[src/rtl/writeback_buffer_pkg.sv]
// wb_pkg: shared defaults and entry type for the writeback buffer.
package wb_pkg;
    localparam int WB_DEPTH  = 4;
    localparam int WB_DATA_W = 16;
    localparam int WB_IDX_W  = 2;

    typedef struct packed {
        logic [WB_IDX_W-1:0]  index;
        logic [WB_DATA_W-1:0] data;
    } wb_entry_t;

    function automatic int wb_count_w(input int depth);
        return $clog2(depth) + 1;
    endfunction
endpackage

[src/rtl/writeback_buffer_if.sv]
// writeback_buffer_if: producer, register-file and lookup signals of the writeback buffer.
interface writeback_buffer_if
    import wb_pkg::*;
#(
    parameter int DEPTH  = WB_DEPTH,
    parameter int DATA_W = WB_DATA_W,
    parameter int IDX_W  = WB_IDX_W
);
    logic                        in_valid;
    logic                        in_ready;
    logic [IDX_W-1:0]            in_index;
    logic [DATA_W-1:0]           in_data;
    logic                        flush;
    logic                        rf_stall;
    logic                        rf_write_enable;
    logic [IDX_W-1:0]            rf_write_index;
    logic [DATA_W-1:0]           rf_write_data;
    logic [IDX_W-1:0]            lookup_index;
    logic                        lookup_hit;
    logic [DATA_W-1:0]           lookup_data;
    logic [wb_count_w(DEPTH)-1:0] count;

    modport master (
        output in_valid, in_index, in_data, flush, rf_stall, lookup_index,
        input  in_ready, rf_write_enable, rf_write_index, rf_write_data,
               lookup_hit, lookup_data, count
    );
    modport slave (
        input  in_valid, in_index, in_data, flush, rf_stall, lookup_index,
        output in_ready, rf_write_enable, rf_write_index, rf_write_data,
               lookup_hit, lookup_data, count
    );
endinterface

[src/rtl/writeback_buffer_mem.sv]
// writeback_buffer_mem: entry storage, one write port and a read tap per slot.
module writeback_buffer_mem
    import wb_pkg::*;
#(
    parameter int  DEPTH = WB_DEPTH,
    parameter type T     = wb_entry_t
) (
    input  logic                     clk,
    input  logic                     i_we,
    input  logic [$clog2(DEPTH)-1:0] i_waddr,
    input  T                         i_wdata,
    output T                         o_taps [DEPTH]
);
    T r_mem [DEPTH];

    always_ff @(posedge clk)
        if (i_we) r_mem[i_waddr] <= i_wdata;

    assign o_taps = r_mem;
endmodule

[src/rtl/writeback_buffer.sv]
// writeback_buffer: in-order register writeback FIFO with stall, flush and optional
// youngest-match lookup bypass (enabled by WRITEBACK_BYPASS_EN).
module writeback_buffer
    import wb_pkg::*;
#(
    parameter int DEPTH  = WB_DEPTH,
    parameter int DATA_W = WB_DATA_W,
    parameter int IDX_W  = WB_IDX_W
) (
    input  logic               clk,
    input  logic               reset,
    writeback_buffer_if.slave  bus
);
    localparam int AW = $clog2(DEPTH);
    localparam int EW = IDX_W + DATA_W;

    logic [AW-1:0] r_wr_ptr;
    logic [AW-1:0] r_rd_ptr;
    logic [AW:0]   r_count;
    logic          w_full;
    logic          w_empty;
    logic          w_push;
    logic          w_pop;
    logic [EW-1:0] w_taps [DEPTH];
    logic [EW-1:0] w_head;

    assign w_full  = r_count == (AW+1)'(DEPTH);
    assign w_empty = r_count == '0;
    // Ready is gated by reset so the producer sees a closed door while held in reset.
    assign bus.in_ready        = reset && !w_full;
    assign w_push              = bus.in_valid && bus.in_ready && !bus.flush;
    assign bus.rf_write_enable = !w_empty && !bus.rf_stall && !bus.flush;
    assign w_pop               = bus.rf_write_enable;
    assign w_head              = w_empty ? '0 : w_taps[r_rd_ptr];
    assign {bus.rf_write_index, bus.rf_write_data} = w_head;
    assign bus.count           = r_count;

    writeback_buffer_mem #(
        .DEPTH (DEPTH),
        .T     (logic [EW-1:0])
    ) u_mem (
        .clk     (clk),
        .i_we    (w_push),
        .i_waddr (r_wr_ptr),
        .i_wdata ({bus.in_index, bus.in_data}),
        .o_taps  (w_taps)
    );

    always_ff @(posedge clk or negedge reset)
        if (!reset) begin
            r_wr_ptr <= '0;
            r_rd_ptr <= '0;
            r_count  <= '0;
        end else if (bus.flush) begin
            r_wr_ptr <= '0;
            r_rd_ptr <= '0;
            r_count  <= '0;
        end else begin
            if (w_push) r_wr_ptr <= r_wr_ptr + AW'(1);
            if (w_pop) r_rd_ptr <= r_rd_ptr + AW'(1);
            r_count <= r_count + (AW+1)'(w_push) - (AW+1)'(w_pop);
        end

`ifdef WRITEBACK_BYPASS_EN
    // Scan oldest to youngest so the last match left standing is the youngest.
    always_comb begin
        bus.lookup_hit  = 1'b0;
        bus.lookup_data = '0;
        for (int k = 0; k < DEPTH; k++)
            if ((AW+1)'(k) < r_count &&
                w_taps[r_rd_ptr + AW'(k)][EW-1 -: IDX_W] == bus.lookup_index) begin
                bus.lookup_hit  = 1'b1;
                bus.lookup_data = w_taps[r_rd_ptr + AW'(k)][DATA_W-1:0];
            end
    end
`else
    assign bus.lookup_hit  = 1'b0;
    assign bus.lookup_data = '0;
`endif
endmodule
[src/flat_wrapper.sv]
// flat-port wrapper written by rule: the top's interface ports become plain ports
module writeback_buffer_flat import wb_pkg::*;
#(
    parameter int DEPTH  = WB_DEPTH,
    parameter int DATA_W = WB_DATA_W,
    parameter int IDX_W  = WB_IDX_W
)
  (clk, reset, bus_in_valid, bus_in_index, bus_in_data, bus_flush, bus_rf_stall, bus_lookup_index, bus_in_ready, bus_rf_write_enable, bus_rf_write_index, bus_rf_write_data, bus_lookup_hit, bus_lookup_data, bus_count);
  writeback_buffer_if #(.DEPTH(DEPTH), .DATA_W(DATA_W), .IDX_W(IDX_W)) bus_i ();
  input  logic clk;
  input  logic reset;
  input wire logic [$bits(bus_i.in_valid)-1:0] bus_in_valid;
  input wire logic [$bits(bus_i.in_index)-1:0] bus_in_index;
  input wire logic [$bits(bus_i.in_data)-1:0] bus_in_data;
  input wire logic [$bits(bus_i.flush)-1:0] bus_flush;
  input wire logic [$bits(bus_i.rf_stall)-1:0] bus_rf_stall;
  input wire logic [$bits(bus_i.lookup_index)-1:0] bus_lookup_index;
  output wire logic [$bits(bus_i.in_ready)-1:0] bus_in_ready;
  output wire logic [$bits(bus_i.rf_write_enable)-1:0] bus_rf_write_enable;
  output wire logic [$bits(bus_i.rf_write_index)-1:0] bus_rf_write_index;
  output wire logic [$bits(bus_i.rf_write_data)-1:0] bus_rf_write_data;
  output wire logic [$bits(bus_i.lookup_hit)-1:0] bus_lookup_hit;
  output wire logic [$bits(bus_i.lookup_data)-1:0] bus_lookup_data;
  output wire logic [$bits(bus_i.count)-1:0] bus_count;
  assign bus_i.in_valid = bus_in_valid;
  assign bus_i.in_index = bus_in_index;
  assign bus_i.in_data = bus_in_data;
  assign bus_i.flush = bus_flush;
  assign bus_i.rf_stall = bus_rf_stall;
  assign bus_i.lookup_index = bus_lookup_index;
  assign bus_in_ready = bus_i.in_ready;
  assign bus_rf_write_enable = bus_i.rf_write_enable;
  assign bus_rf_write_index = bus_i.rf_write_index;
  assign bus_rf_write_data = bus_i.rf_write_data;
  assign bus_lookup_hit = bus_i.lookup_hit;
  assign bus_lookup_data = bus_i.lookup_data;
  assign bus_count = bus_i.count;
  writeback_buffer #(.DEPTH(DEPTH), .DATA_W(DATA_W), .IDX_W(IDX_W)) u_core (.clk(clk), .reset(reset), .bus(bus_i));
endmodule
[config.mk]
export PLATFORM = sky130hd
export DESIGN_NAME = writeback_buffer_flat
export DESIGN_NICKNAME = d
export VERILOG_FILES = /design/src/rtl/writeback_buffer_pkg.sv /design/src/rtl/writeback_buffer_if.sv /design/src/rtl/writeback_buffer_mem.sv /design/src/rtl/writeback_buffer.sv /design/src/flat_wrapper.sv
export SDC_FILE = /design/constraint.sdc
export NUM_CORES = 1
export LEC_CHECK = 0
export CAP_MARGIN = 25
export CORE_UTILIZATION = 40
export CTS_CLUSTER_DIAMETER = 100
export DETAILED_ROUTE_END_ITERATION = 16
export PLACE_DENSITY = 0.67
export SLEW_MARGIN = 0
export SYNTH_ARGS = -nofsm -noshare
export SYNTH_HDL_FRONTEND = slang
export SYNTH_SLANG_ARGS = --single-unit
[constraint.sdc]
create_clock -name clk -period 2.4 [get_ports clk]
set_input_delay 0.48 -clock clk [delete_from_list [all_inputs] [get_ports clk]]
set_output_delay 0.48 -clock clk [all_outputs]
set_load 0.005 [all_outputs]
==> summary.md, run 1 <==
The number of synthesized flops with an enable pin is 72. The power density normalized to cell area was 821.7 nW/um^2; the via density per instance was 4.731. The count of nets left with antenna violations once routing finished came out at 0. The detailed router placed 1689 vias in this run.

Walking the worst path, the cells encountered are buf_12, mux4_2, nor2b_1, dlygate4sd2_1. The tool flagged a number of max-cap violations equal to 0. Clock latency on the worst-skew pair, taken at its later pin, is 340 ps. Count of buffers inserted at the top-level ports: 45. The biggest cell delay along the critical path is 480 ps. With fillers left out, the area of the finished cells amounts to 4203 sq um.

For the number of global-route vias before repair, the log shows 1698. In the synthesized netlist the dominant register cell turns out to be sky130_fd_sc_hd__edfxtp_1. The synthesized netlist occupies a cell area of 3333 sq um. For the total number of clock tree sinks, the log shows 79. The logs give 180 for the post-synthesis instance total and 3 for the number of H-tree levels. The count of different cell masters after synthesis is 28.

Number of primary I/O pins: 65. The tools report the met1 layer usage reported by global route as 0.1654. The total routing usage reported by global routing was 0.1364. The area of the placeable core was 7888 sq um. The placed standard-cell area was 4003 sq um; the number of pins exceeding their max-slew limit in the final report was 0. Compared with the post-synthesis result, the final layout area differs by 26.09%.

The die covers 8702 sq um. The logs give 0.04797 for the met3 routing resource usage after global routing and 0 for the count of synthesis-stage warnings from yosys. Leakage power total: 1.513 nW. The standard cell with the maximum stage delay on the critical path was sky130_fd_sc_hd__mux4_2. TritonCTS built the clock tree.

For the maximum VDD drop, the log shows 0.3749 mV. The detailed-route wire length per cell was 15.38 um; the number of setup violations in the final report was 0. The flow ran to the end, and the final reports show no timing, DRC or antenna violations. The final hold violation count is 0, and the register area share after synthesis is 0.7012. STA classifies the critical path startpoint as a flop.

The fraction of registers with async set or reset after synthesis was 0.08861. The number of detailed-route iterations in the first pass was 3; the wire length of the first global-routing pass was 8383 um. Number of antenna repair diodes: 0. The final critical-path share of the clock period was 0.9717; the starting utilization of the core area was 0.4226.

The met2 capacity usage during global routing is 0.2175. Entering global routing, the biggest net connects 23 pins. The last weighted congestion value of the routability-driven placer came out at 0.7497. Setup repair after global routing could not meet its margin everywhere. The library cells used most frequently in the layout, excluding fill and tap cells, are sky130_fd_sc_hd__edfxtp_1 (72), sky130_fd_sc_hd__clkdlybuf4s50_1 (27), sky130_fd_sc_hd__nor2b_1 (19). The design draws 3.453 mW. After layout, the minimum clock period comes to 2332 ps. Of all nets on the critical path, the largest fanout is 12.

The endpoint kind of the worst setup timing path was a primary output. Number of synthesized register bits: 79. met2 is the most crowded layer.

CTS placed an instance of sky130_fd_sc_hd__clkbuf_8 at the clock tree root. The synthesized area per cell was 18.52 sq um. The y dimension of the die was 93.29 um; the maximum buffer depth of the clock tree was 2. The ratio of cells with drive above 1 in the final layout is 0.2392. Total global routing overflow: 0. Total number of nets in the final design: 282. Leaving out fill and tap cells, the most frequent cell in the layout is sky130_fd_sc_hd__edfxtp_1. The floorplan has 32 rows. By startpoint and endpoint, the worst setup path is classified as flop to primary output.

The number of antenna violations at the first check in global routing came out at 0. First-iteration detailed-routing DRC count: 65. The number of buffers created by CTS is 9, and the floorplan die width is 93.29 um.

The register clock-pin slew on the reported worst setup and hold paths was 80 ps. The classification of the worst-slack hold path is primary input to async pin. The logic depth of the worst register-to-register path works out to 9.

After detailed routing, the total wire length is 5490 um. For the data arrival time of the worst path, the log shows 1850 ps. The clock tree skew after final layout was 8.565 ps; the data required time at the worst endpoint was 1920 ps.

The number of design rule violations left after detail routing is 0, and the maximum clock rate is 428.8 MHz. Detailed placement ended at an HPWL of 3726 um.
cells in the mapped netlist (all sizes together) (2+ instances only):
cell type / count / area share
dfrtp: 7 / 0.053
nor2: 3 / 0.0034
nor2b: 20 / 0.040
ha: 6 / 0.023
nor3: 3 / 0.0075
buf: 22 / 0.050
edfxtp: 72 / 0.65
inv: 5 / 0.0056
o21ai: 3 / 0.0045
mux4: 18 / 0.12
and2: 4 / 0.0075
a21oi: 3 / 0.0045
clkbuf: 2 / 0.0023
or3: 3 / 0.0056
per-layer routing:
metal | share of wire | wire length [um]
met1 | 0.44 | 2429
met2 | 0.49 | 2691
met3 | 0.049 | 267
met4 | 0.018 | 101
met5 | 0 | 0
logic make-up after synthesis:
logic type | after synthesis | synth area share
compound gates | 7 | 0.01126
xor+xnor | 2 | 0.005256
fa+ha+maj | 7 | 0.02853
buf+inv | 29 | 0.05743
flops | 79 | 0.7012
mux | 18 | 0.1216
other cells | 1 | 0.001125
simple gates | 37 | 0.07357
repair_timing:
action	CTS	global route
setup endpoints to repair	18	5
gates resized for setup	21	4
buffers inserted	4	0
hold buffers	0	0
gates cloned	0	0
where the power goes:
group	internal, mW	switching (mW)	total (mW)
sequential	1.56	0.0508	1.61
clock	0.387	0.487	0.875
combinational	0.567	0.406	0.972
total	2.51	0.944	3.45
path summary, 6_finish.rpt:
path / from / endpoint / slack, ps
worst max-delay path: u_core.r_rd_ptr[0] / bus_rf_write_data[11] / 70
worst min-delay path: reset / u_core.r_rd_ptr[1] / 490
worst max register to register: u_core.bus.count[1] / u_core.bus.count[2] / 370
worst min register to register: u_core.r_wr_ptr[1] / u_core.r_wr_ptr[1] / 630
max in group asynchronous: reset / u_core.r_rd_ptr[0] / 1760
min in group clk: u_core.r_wr_ptr[1] / u_core.r_wr_ptr[1] / 630
final cells by class:
type                       instances  area, sq um
clock buffer                       9        123.9
clock inverter                     7        55.05
fill                             642         3685
inverter                           5        18.77
multi-input combinational         88        870.8
sequential                        79         2338
tap                              102        127.6
timing repair buffer              67        668.1
critical path: cells and delay by family (launching register included):
kind	cells	cell delay, ps
buffers and inverters	2	450
DFF	1	420
muxes	1	480
and+or+nand+nor	1	160
registers in the layout (all words and copies together) (netlist names):
signal and cells:
u_core.bus.count 3, u_core.r_rd_ptr 2, u_core.r_wr_ptr 2, u_core.u_mem.o_taps 72
stage by stage:
stage / setup WS [ps] / instances / TNS, ps / hold WS [ps] / util
global placement: 51.71 / 337 / 0 / 595.1 / 0.5075
floorplan: 131.8 / 196 / 0 / 184.4 / -
detailed placement: -28.18 / 337 / -28.18 / 609.5 / 0.5075
finish: 67.97 / 357 / 0 / 494.4 / 0.5328
CTS: 6.119 / 357 / 0 / 486.3 / 0.5322
global route: -21.03 / 357 / -21.03 / 490.8 / 0.5328
No activity file was read; power rests on OpenSTA's default activity.
==> run 2: changes to the inputs <==
- ABC_CLOCK_PERIOD_IN_PS: unset -> 2400
==> results of run 2 <==
The final DEF is identical to that of run 1; final timing and power are the same.
